===== config.mk =====
export PLATFORM = sky130hd
export DESIGN_NAME = traffic_mode_scheduler_flat
export DESIGN_NICKNAME = d
export VERILOG_FILES = /design/src/rtl/traffic_mode_if.sv /design/src/rtl/traffic_mode_scheduler.sv /design/src/flat_wrapper.sv
export SDC_FILE = /design/constraint.sdc
export NUM_CORES = 1
export LEC_CHECK = 0
export CAP_MARGIN = 30
export CORE_ASPECT_RATIO = 1.75
export CORE_MARGIN = 2
export CORE_UTILIZATION = 30
export DETAILED_ROUTE_END_ITERATION = 6
export GPL_TIMING_DRIVEN = 0
export PLACE_DENSITY = 0.55
export SYNTH_ARGS = -nofsm -noshare
export SYNTH_HDL_FRONTEND = slang
export SYNTH_SLANG_ARGS = --single-unit

===== constraint.sdc =====
create_clock -name clk -period 2.01 [get_ports clk]
set_input_delay 0.402 -clock clk [delete_from_list [all_inputs] [get_ports clk]]
set_output_delay 0.402 -clock clk [all_outputs]
set_load 0.02 [all_outputs]

===== src/rtl/traffic_mode_if.sv =====
// Bundle between the request/sensor side and the mode scheduler.
// master drives requests, slave (the scheduler) drives interrupts.
interface traffic_mode_if;
    logic [1:0] vip_req;
    logic       night_en;
    logic [3:0] prev_counter;
    logic       isvip;
    logic       vip_path_index;
    logic       isnight;
    logic       night_path_index;
    logic [3:0] rollback_cnt;
    logic       vip_timeout;
    logic       busy;

    modport master (
        output vip_req, night_en, prev_counter,
        input  isvip, vip_path_index, isnight, night_path_index,
        input  rollback_cnt, vip_timeout, busy
    );

    modport slave (
        input  vip_req, night_en, prev_counter,
        output isvip, vip_path_index, isnight, night_path_index,
        output rollback_cnt, vip_timeout, busy
    );
endinterface


===== src/rtl/traffic_mode_scheduler.sv =====
// Sequences VIP / night interrupts for one intersection controller.
// Round-robin VIP grant, min/max hold, guard gap, prev_counter capture.
module traffic_mode_scheduler #(
    parameter int VIP_MIN    = 8,
    parameter int VIP_MAX    = 60,
    parameter int GAP_CYC    = 4,
    parameter int CAP_DLY    = 2,
    parameter bit NIGHT_PATH = 1'b0
) (
    input logic           clk,
    input logic           start,
    traffic_mode_if.slave tm
);
    localparam int CW = $clog2(VIP_MAX + 1);
    localparam int GW = $clog2(GAP_CYC);

    typedef enum logic [1:0] {IDLE, NIGHT, VIP, GAP} state_t;

    state_t        state_q, state_d;
    logic [CW-1:0] vip_cnt_q, vip_cnt_d, vip_cnt_nx;
    logic [GW-1:0] gap_cnt_q, gap_cnt_d;
    logic          last_grant_q, last_grant_d;
    logic [1:0]    lockout_q, lockout_d;
    logic          isvip_q, isvip_d;
    logic          isnight_q, isnight_d;
    logic          path_q, path_d;
    logic [3:0]    rollback_q, rollback_d;
    logic          vip_to_q, vip_to_d;
    logic          busy_q, busy_d;
    logic [1:0]    eff_req;
    logic          grant;
    logic          vip_done;
    logic          vip_max;

    assign eff_req    = tm.vip_req & ~lockout_q;
    // Single requester wins outright; a tie goes to the path not served last.
    assign grant      = (eff_req == 2'b11) ? ~last_grant_q : eff_req[1];
    assign vip_cnt_nx = vip_cnt_q + CW'(1);
    assign vip_done   = (vip_cnt_nx >= CW'(VIP_MIN)) && !tm.vip_req[path_q];
    assign vip_max    = (vip_cnt_nx == CW'(VIP_MAX));

    // Next-state and registered-output values for every state.
    always_comb begin
        state_d      = state_q;
        vip_cnt_d    = vip_cnt_q;
        gap_cnt_d    = gap_cnt_q;
        last_grant_d = last_grant_q;
        lockout_d    = lockout_q & tm.vip_req;
        isvip_d      = 1'b0;
        isnight_d    = 1'b0;
        path_d       = path_q;
        rollback_d   = rollback_q;
        vip_to_d     = 1'b0;
        unique case (state_q)
            IDLE: begin
                if (|eff_req) begin
                    state_d      = VIP;
                    isvip_d      = 1'b1;
                    path_d       = grant;
                    last_grant_d = grant;
                    vip_cnt_d    = '0;
                end else if (tm.night_en) begin
                    state_d   = NIGHT;
                    isnight_d = 1'b1;
                end
            end
            NIGHT: begin
                isnight_d = 1'b1;
                if (|eff_req) begin
                    state_d      = VIP;
                    isnight_d    = 1'b0;
                    isvip_d      = 1'b1;
                    path_d       = grant;
                    last_grant_d = grant;
                    vip_cnt_d    = '0;
                end else if (!tm.night_en) begin
                    state_d   = GAP;
                    isnight_d = 1'b0;
                    gap_cnt_d = '0;
                end
            end
            VIP: begin
                if (vip_cnt_q == CW'(CAP_DLY)) rollback_d = tm.prev_counter;
                if (vip_done) begin
                    state_d   = GAP;
                    gap_cnt_d = '0;
                end else if (vip_max) begin
                    state_d           = GAP;
                    gap_cnt_d         = '0;
                    vip_to_d          = 1'b1;
                    lockout_d[path_q] = 1'b1;
                end else begin
                    isvip_d   = 1'b1;
                    vip_cnt_d = (vip_cnt_q == CW'(VIP_MAX)) ? vip_cnt_q
                                                            : vip_cnt_nx;
                end
            end
            GAP: begin
                if (gap_cnt_q == GW'(GAP_CYC - 1)) state_d = IDLE;
                else gap_cnt_d = gap_cnt_q + GW'(1);
            end
            default: state_d = IDLE;
        endcase
        busy_d = (state_d != IDLE);
    end

    // State and output registers; reset drops every interrupt at once.
    always_ff @(posedge clk or negedge start) begin
        if (!start) begin
            state_q      <= IDLE;
            vip_cnt_q    <= '0;
            gap_cnt_q    <= '0;
            last_grant_q <= 1'b1;
            lockout_q    <= 2'b00;
            isvip_q      <= 1'b0;
            isnight_q    <= 1'b0;
            path_q       <= 1'b0;
            rollback_q   <= 4'd0;
            vip_to_q     <= 1'b0;
            busy_q       <= 1'b0;
        end else begin
            state_q      <= state_d;
            vip_cnt_q    <= vip_cnt_d;
            gap_cnt_q    <= gap_cnt_d;
            last_grant_q <= last_grant_d;
            lockout_q    <= lockout_d;
            isvip_q      <= isvip_d;
            isnight_q    <= isnight_d;
            path_q       <= path_d;
            rollback_q   <= rollback_d;
            vip_to_q     <= vip_to_d;
            busy_q       <= busy_d;
        end
    end

    assign tm.isvip            = isvip_q;
    assign tm.isnight          = isnight_q;
    assign tm.vip_path_index   = path_q;
    assign tm.night_path_index = NIGHT_PATH;
    assign tm.rollback_cnt     = rollback_q;
    assign tm.vip_timeout      = vip_to_q;
    assign tm.busy             = busy_q;
endmodule


===== src/flat_wrapper.sv =====
// flat-port wrapper written by rule: the top's interface ports become plain ports
module traffic_mode_scheduler_flat 
#(
    parameter int VIP_MIN    = 8,
    parameter int VIP_MAX    = 60,
    parameter int GAP_CYC    = 4,
    parameter int CAP_DLY    = 2,
    parameter bit NIGHT_PATH = 1'b0
)
  (clk, start, tm_vip_req, tm_night_en, tm_prev_counter, tm_isvip, tm_vip_path_index, tm_isnight, tm_night_path_index, tm_rollback_cnt, tm_vip_timeout, tm_busy);
  traffic_mode_if tm_i ();
  input logic clk;
  input logic start;
  input wire logic [$bits(tm_i.vip_req)-1:0] tm_vip_req;
  input wire logic [$bits(tm_i.night_en)-1:0] tm_night_en;
  input wire logic [$bits(tm_i.prev_counter)-1:0] tm_prev_counter;
  output wire logic [$bits(tm_i.isvip)-1:0] tm_isvip;
  output wire logic [$bits(tm_i.vip_path_index)-1:0] tm_vip_path_index;
  output wire logic [$bits(tm_i.isnight)-1:0] tm_isnight;
  output wire logic [$bits(tm_i.night_path_index)-1:0] tm_night_path_index;
  output wire logic [$bits(tm_i.rollback_cnt)-1:0] tm_rollback_cnt;
  output wire logic [$bits(tm_i.vip_timeout)-1:0] tm_vip_timeout;
  output wire logic [$bits(tm_i.busy)-1:0] tm_busy;
  assign tm_i.vip_req = tm_vip_req;
  assign tm_i.night_en = tm_night_en;
  assign tm_i.prev_counter = tm_prev_counter;
  assign tm_isvip = tm_i.isvip;
  assign tm_vip_path_index = tm_i.vip_path_index;
  assign tm_isnight = tm_i.isnight;
  assign tm_night_path_index = tm_i.night_path_index;
  assign tm_rollback_cnt = tm_i.rollback_cnt;
  assign tm_vip_timeout = tm_i.vip_timeout;
  assign tm_busy = tm_i.busy;
  traffic_mode_scheduler #(.VIP_MIN(VIP_MIN), .VIP_MAX(VIP_MAX), .GAP_CYC(GAP_CYC), .CAP_DLY(CAP_DLY), .NIGHT_PATH(NIGHT_PATH)) u_core (.clk(clk), .start(start), .tm(tm_i));
endmodule

## Word level (Yosys, flattened, before mapping)

Cells that the tools add are included.

| storage, ports and cells | value |
|---|---|
| bits in registers | 22 |
| input port bits | 9 |
| output and inout port bits | 10 |
| logic and storage cells | 87 |

| cells by class | value |
|---|---|
| add/subtract/negate cells | 2 |
| magnitude comparators | 3 |
| eq/ne operators | 16 |
| muxes and demuxes | 37 |
| bitwise logic cells | 5 |
| reduce and logical (&&, ||, !) cells | 13 |

Operator list:

| cell | count |
|---|---|
| 2-bit two-way mux | 15 |
| 6-bit two-way mux | 4 |
| 1-bit two-way mux | 13 |
| 6-bit equality test, second input constant | 2 |
| 2-bit inequality test, second input constant | 6 |
| 6-bit one-hot mux with 2 select lines | 1 |
| 5-bit AND reduction | 2 |
| 2-bit equality test, second input constant | 4 |
| 2-bit one-hot mux with 4 select lines | 1 |
| 6-bit by 1-bit adder with 6-bit output, second input constant | 1 |
| 6-bit by 2-bit equality test with 1-bit output, second input constant | 1 |
| 6-bit by 4-bit >= comparator with 1-bit output, second input constant | 1 |
| 2-bit one-hot mux with 3 select lines | 1 |
| 2-bit AND | 2 |
| 2-bit AND reduction | 2 |
| 2-bit nonzero test | 2 |
| 2-bit OR reduction | 2 |
| 3-bit by 1-bit inequality test with 1-bit output, second input constant | 1 |
| 3-bit nonzero test | 1 |
| 2-bit by 1-bit adder with 2-bit output, second input constant | 1 |
| 2-bit by 1-bit equality test with 1-bit output, second input constant | 1 |
| 1-bit logical AND | 2 |
| 2-bit zero test | 1 |
| 1-bit by 2-bit less-than comparator with 1-bit output, second input constant | 1 |
| 8 further kinds | 8 |

## Depth between registers and ports, before layout

| logic depth | value |
|---|---|
| word-level depth | 8 |
| mapped depth | 7 |
| mapped depth without buffers | 6 |

## Worst setup path after synthesis

No wires, ideal clock.

| timing | value |
|---|---|
| kind | reg2reg |
| start | reg u_core.vip_cnt_q[1] |
| end | reg u_core.vip_cnt_q[5] |
| setup time | 0.124 ns |
| arrival time | 1.858 ns |
| data required time | 1.886 ns |
| path slack | 0.028 ns |
| cell stages (with the launch flop) | 8 |
| path buffers | 1 |
| period minus slack after synthesis | 1.982 ns |
| cell sequence | dfrtp_1 -> ha_1 -> xor2_1 -> o311ai_2 -> and4_4 -> buf_6 -> o32ai_1 -> a211o_1 |

| between the ends | value |
|---|---|
| longest elaborated chain between the ends | 5 |
| elaborated cells between the ends (all ways) | 13 |
| those cells by class | add/sub: 1; order compare: 1; eq/ne: 5; mux: 4; reduce/logical: 2 |

RTL lines:

| element | line | source |
|---|---|---|
| from (decl) | traffic_mode_scheduler.sv:20 | `logic [CW-1:0] vip_cnt_q, vip_cnt_d, vip_cnt_nx;` |
| from (signal assigned) | traffic_mode_scheduler.sv:123 | `vip_cnt_q <= vip_cnt_d;` |
| 6-bit by 1-bit adder with 6-bit output | traffic_mode_scheduler.sv:38 | `assign vip_cnt_nx = vip_cnt_q + CW'(1);` |
| 6-bit by 4-bit >= comparator with 1-bit output or 6-bit two-way mux (tied branches) | traffic_mode_scheduler.sv:39, traffic_mode_scheduler.sv:94 |  |
| 1-bit logical AND or 6-bit two-way mux (tied branches) | traffic_mode_scheduler.sv:39, traffic_mode_scheduler.sv:87 |  |
| 2-bit inequality test (no source line) or 6-bit two-way mux (tied branches) | -- |  |
| 5-bit AND reduction (no source line) or 6-bit one-hot mux with 2 select lines (tied branches) | -- |  |

Several ways; a longest one is shown, not always the timed one. The select of a mux whose other input is x is not followed.
A chain may end at the register's enable or synchronous reset.

## Worst setup path after layout

| timing | value |
|---|---|
| start | reg u_core.vip_cnt_q[0] |
| end | reg u_core.vip_cnt_q[5] |

Same word-level chain as after synthesis.

==> results by group <==
Outcome
  – Status: finished clean

Critical path
  – Critical Path AT: 2.14 ns
  – Register-to-register setup slack: 0.04 ns
  – CP bufs+invs: 0
  – CP top delay family: compound AO/OA/AOI/OAI gates
  – Reg2reg end: u_core.vip_cnt_q[5]$_DFFE_PN0P_
  – CP Cell Sequence: ha_1, and4b_1, a211oi_4, o2bb2ai_2, o32ai_1, a211o_1
  – Crit. Startpoint: u_core.vip_cnt_q[0]$_DFFE_PN0P_
  – Worst Path Class, Setup: flop to flop
  – Req. time, crit path: 2.18 ns
  – Worst setup SP type: flop
  – Worst r2r src: u_core.vip_cnt_q[0]$_DFFE_PN0P_
  – Worst Setup End Kind: flop
  – Slowest CP cell: dfrtp_1
  – Delay of the slowest cell on the worst path: 0.44 ns
  – R2R cell count: 6
  – Worst-path maximum fanout: 4

STA
  – Slew Viols, Final: 0
  – Tmin final: 1.97 ns
  – Final period util: 98.3%
  – Fmax: 506 MHz
  – RSZ-0062 raised after global routing: yes
  – Final setup viols: 0
  – Final setup margin: 0.0351 ns
  – Skew final: 0.00255 ns
  – Fin. Hold Viols: 0

Drt
  – 1st-pass router iterations: 5
  – Via count: 1144
  – Final ANT Viol Nets: 0
  – Routed WL per cell: 16.4 um
  – Final wirelength: 3430 um
  – Via density: 5.47
  – Residual DRC: 0
  – Number of DRC markers in iteration 0: 34

Logic synthesis
  – Syn Area/Cell: 10.0 um2
  – Syn Inst Count: 134
  – Number of flops mapped to enable cells by yosys: 0
  – Top FF cell, synth: dfrtp_1
  – Largest cells by area after synthesis: dfrtp_1 39%, ha_1 4.7%, mux2_2 4.2%
  – Post-Syn Nets: 148
  – Post-synth top area share: 39.1%
  – Asr flop ratio synth: 100%
  – Register area share after synthesis: 41.1%
  – Synth Warn #: 0
  – Yosys top cell by area: dfrtp_1
  – Synthesized area: 1340 um2
  – Post-synthesis cell type count: 49
  – Post-synthesis register bit count: 22

Clock tree
  – Post-CTS Hold Fix Bufs: 0
  – CTS buffer count: 3
  – CTS clk-pin slew, worst paths: 0.08 ns
  – CTS tree: yes
  – Level count of the clock H-tree: 1
  – # clock sinks: 22
  – Clock Latency Late Sink: 0.27 ns
  – Clk root buf: clkbuf_8
  – CTS max path bufs: 2

Floorplan
  – Ports: 19
  – Full die area: 5050 um2
  – Die H: 92.5 um
  – Core area: 4360 um2
  – Starting Density: 30.8%
  – Horiz. Die Dim: 54.6 um
  – Std-Cell Rows: 32

Power and ir drop
  – Final Total Pwr: 2.58 mW
  – IR drop worst, VDD: 763 uV
  – Pwr/cell area: 1440 nW/um2
  – Pleak: 0.796 nW

Global route
  – Vias in the first global route: 1166
  – First-pass GRT wire length: 5440 um
  – Grt ovf: 0
  – Initial antenna violation count: 0
  – GRT Util Overall: 14.8%
  – Pin count of the biggest net entering global routing: 17

Finish
  – Most frequent cells in the layout: 20 x dfrtp_1, 17 x clkdlybuf4s50_1, 11 x nand2_1, 7 x inv_1, 7 x nor2_1
  – Layout cell share with drive strength beyond 1: 25.9%
  – Post-route cell area: 1790 um2
  – Most common cell after layout, fill and taps aside: dfrtp_1
  – NumNets Final: 173
  – Layout overhead on the synthesized area: 33.6%
  – Diode count: 0

Place
  – Buffers added on ports: 17
  – Placed inst area: 1600 um2
  – HPWL after detailed placement: 2590 um
  – Pre-CTS WS: -0.424 ns
  – GP Congestion: 0.820

Worst hold path
  – Min-Delay Path Class: primary input to asynchronous set/reset pin

Flow run
  – Total of max-cap violations: 0
[worst reg2reg max path: stages (launching register included)]
cell,delay [ns]
dfrtp_1,0.44
ha_1,0.24
and4b_1,0.24
a211oi_4,0.32
o2bb2ai_2,0.20
o32ai_1,0.14
a211o_1,0.29
[layer usage]
metal / GRT usage, % / routed length (um) / vias to the layer above
met3: 1.61 / 91 / 9
met4: 6.88 / 101 / 0
met2: 28.0 / 2010 / 26
met1: 14.9 / 1230 / 575
li1: - / - / 534
met5: 0 / 0 / -
[cell families after synthesis]
kind of cell | share of synthesized area, %
adders and majority gates | 4.66
muxes | 5.68
other | 0.279
buffers and inverters | 6.24
xor gates and xnor gates | 1.30
and+or+nand+nor | 20.1
AOI/OAI and AO/OA | 20.6
DFF | 41.1
[synthesized netlist by cell type, types with 2 or more instances]
library cell,number
nand2_1,12
a22o_1,3
mux2_2,5
a21oi_1,5
a211o_1,5
o32ai_1,2
o21ai_0,3
inv_1,7
nor2b_1,3
nor2_1,7
nand3_1,4
ha_1,5
o21ai_1,2
buf_4,5
mux2i_1,2
a32o_2,2
dfrtp_1,21
and3_1,4
nand2b_1,4
nor3_1,3
o211ai_1,2
[per-stage QoR]
step	hold slack, ns	utilization [%]	cells	setup TNS (ns)
6_report	0.420	41.1	209	0
2_1_floorplan	0.106	-	134	0
3_5_place_dp	0.486	36.8	203	-2.24
3_3_place_gp	0.471	36.1	202	-1.99
4_1_cts	0.437	38.8	208	-0.0293
5_1_grt	0.459	41.1	209	-0.184
[sequential cells by signal (all words and copies together), names as in the netlist]
register and flops:
u_core.last_grant_q 1, u_core.tm.vip_path_index 1, u_core.tm.vip_timeout 1, u_core.gap_cnt_q 2, u_core.lockout_q 2, u_core.tm.rollback_cnt 4, u_core.tm.isnight 1, u_core.state_q 2
u_core.vip_cnt_q 6, u_core.tm.isvip 1, u_core.tm.busy 1
[layout make-up]
class,count,area (um2)
fillers,433,2570
plain buffers,7,53.8
multi-input cells,97,818
flip-flops and latches,22,553
inverters,7,26.3
repair buffers,21,224
clock buffers,4,55.1
well taps,51,63.8
[power by group]
part           internal (mW)  total (mW)  switching [mW]
Combinational          0.728        1.52           0.788
Sequential             0.604       0.728           0.125
Clock                  0.175       0.334           0.158
Total                   1.51        2.58            1.07
[timing repair]
action,in CTS,in global routing
gates resized for setup,8,17
endpoints found under the setup margin,9,12
setup buffers,1,2
pin swaps,0,9
[worst max-delay path by stage]
| stage | slack [ns] | cells after the start | endpoint |
|---|---|---|---|
| 5_1_grt | -0.06 | 6 | u_core.vip_cnt_q[5]$_DFFE_PN0P_ |
| 3_5_place_dp | -0.42 | 6 | u_core.vip_cnt_q[2]$_DFFE_PN0P_ |
| 4_1_cts | -0.03 | 7 | u_core.vip_cnt_q[3]$_DFFE_PN0P_ |
| 3_3_place_gp | -0.40 | 6 | u_core.vip_cnt_q[2]$_DFFE_PN0P_ |
| 2_1_floorplan | 0.03 | 7 | u_core.vip_cnt_q[5]$_DFFE_PN0P_ |
| 6_report | 0.04 | 6 | u_core.vip_cnt_q[5]$_DFFE_PN0P_ |
No activity file was read; power rests on OpenSTA's default activity.
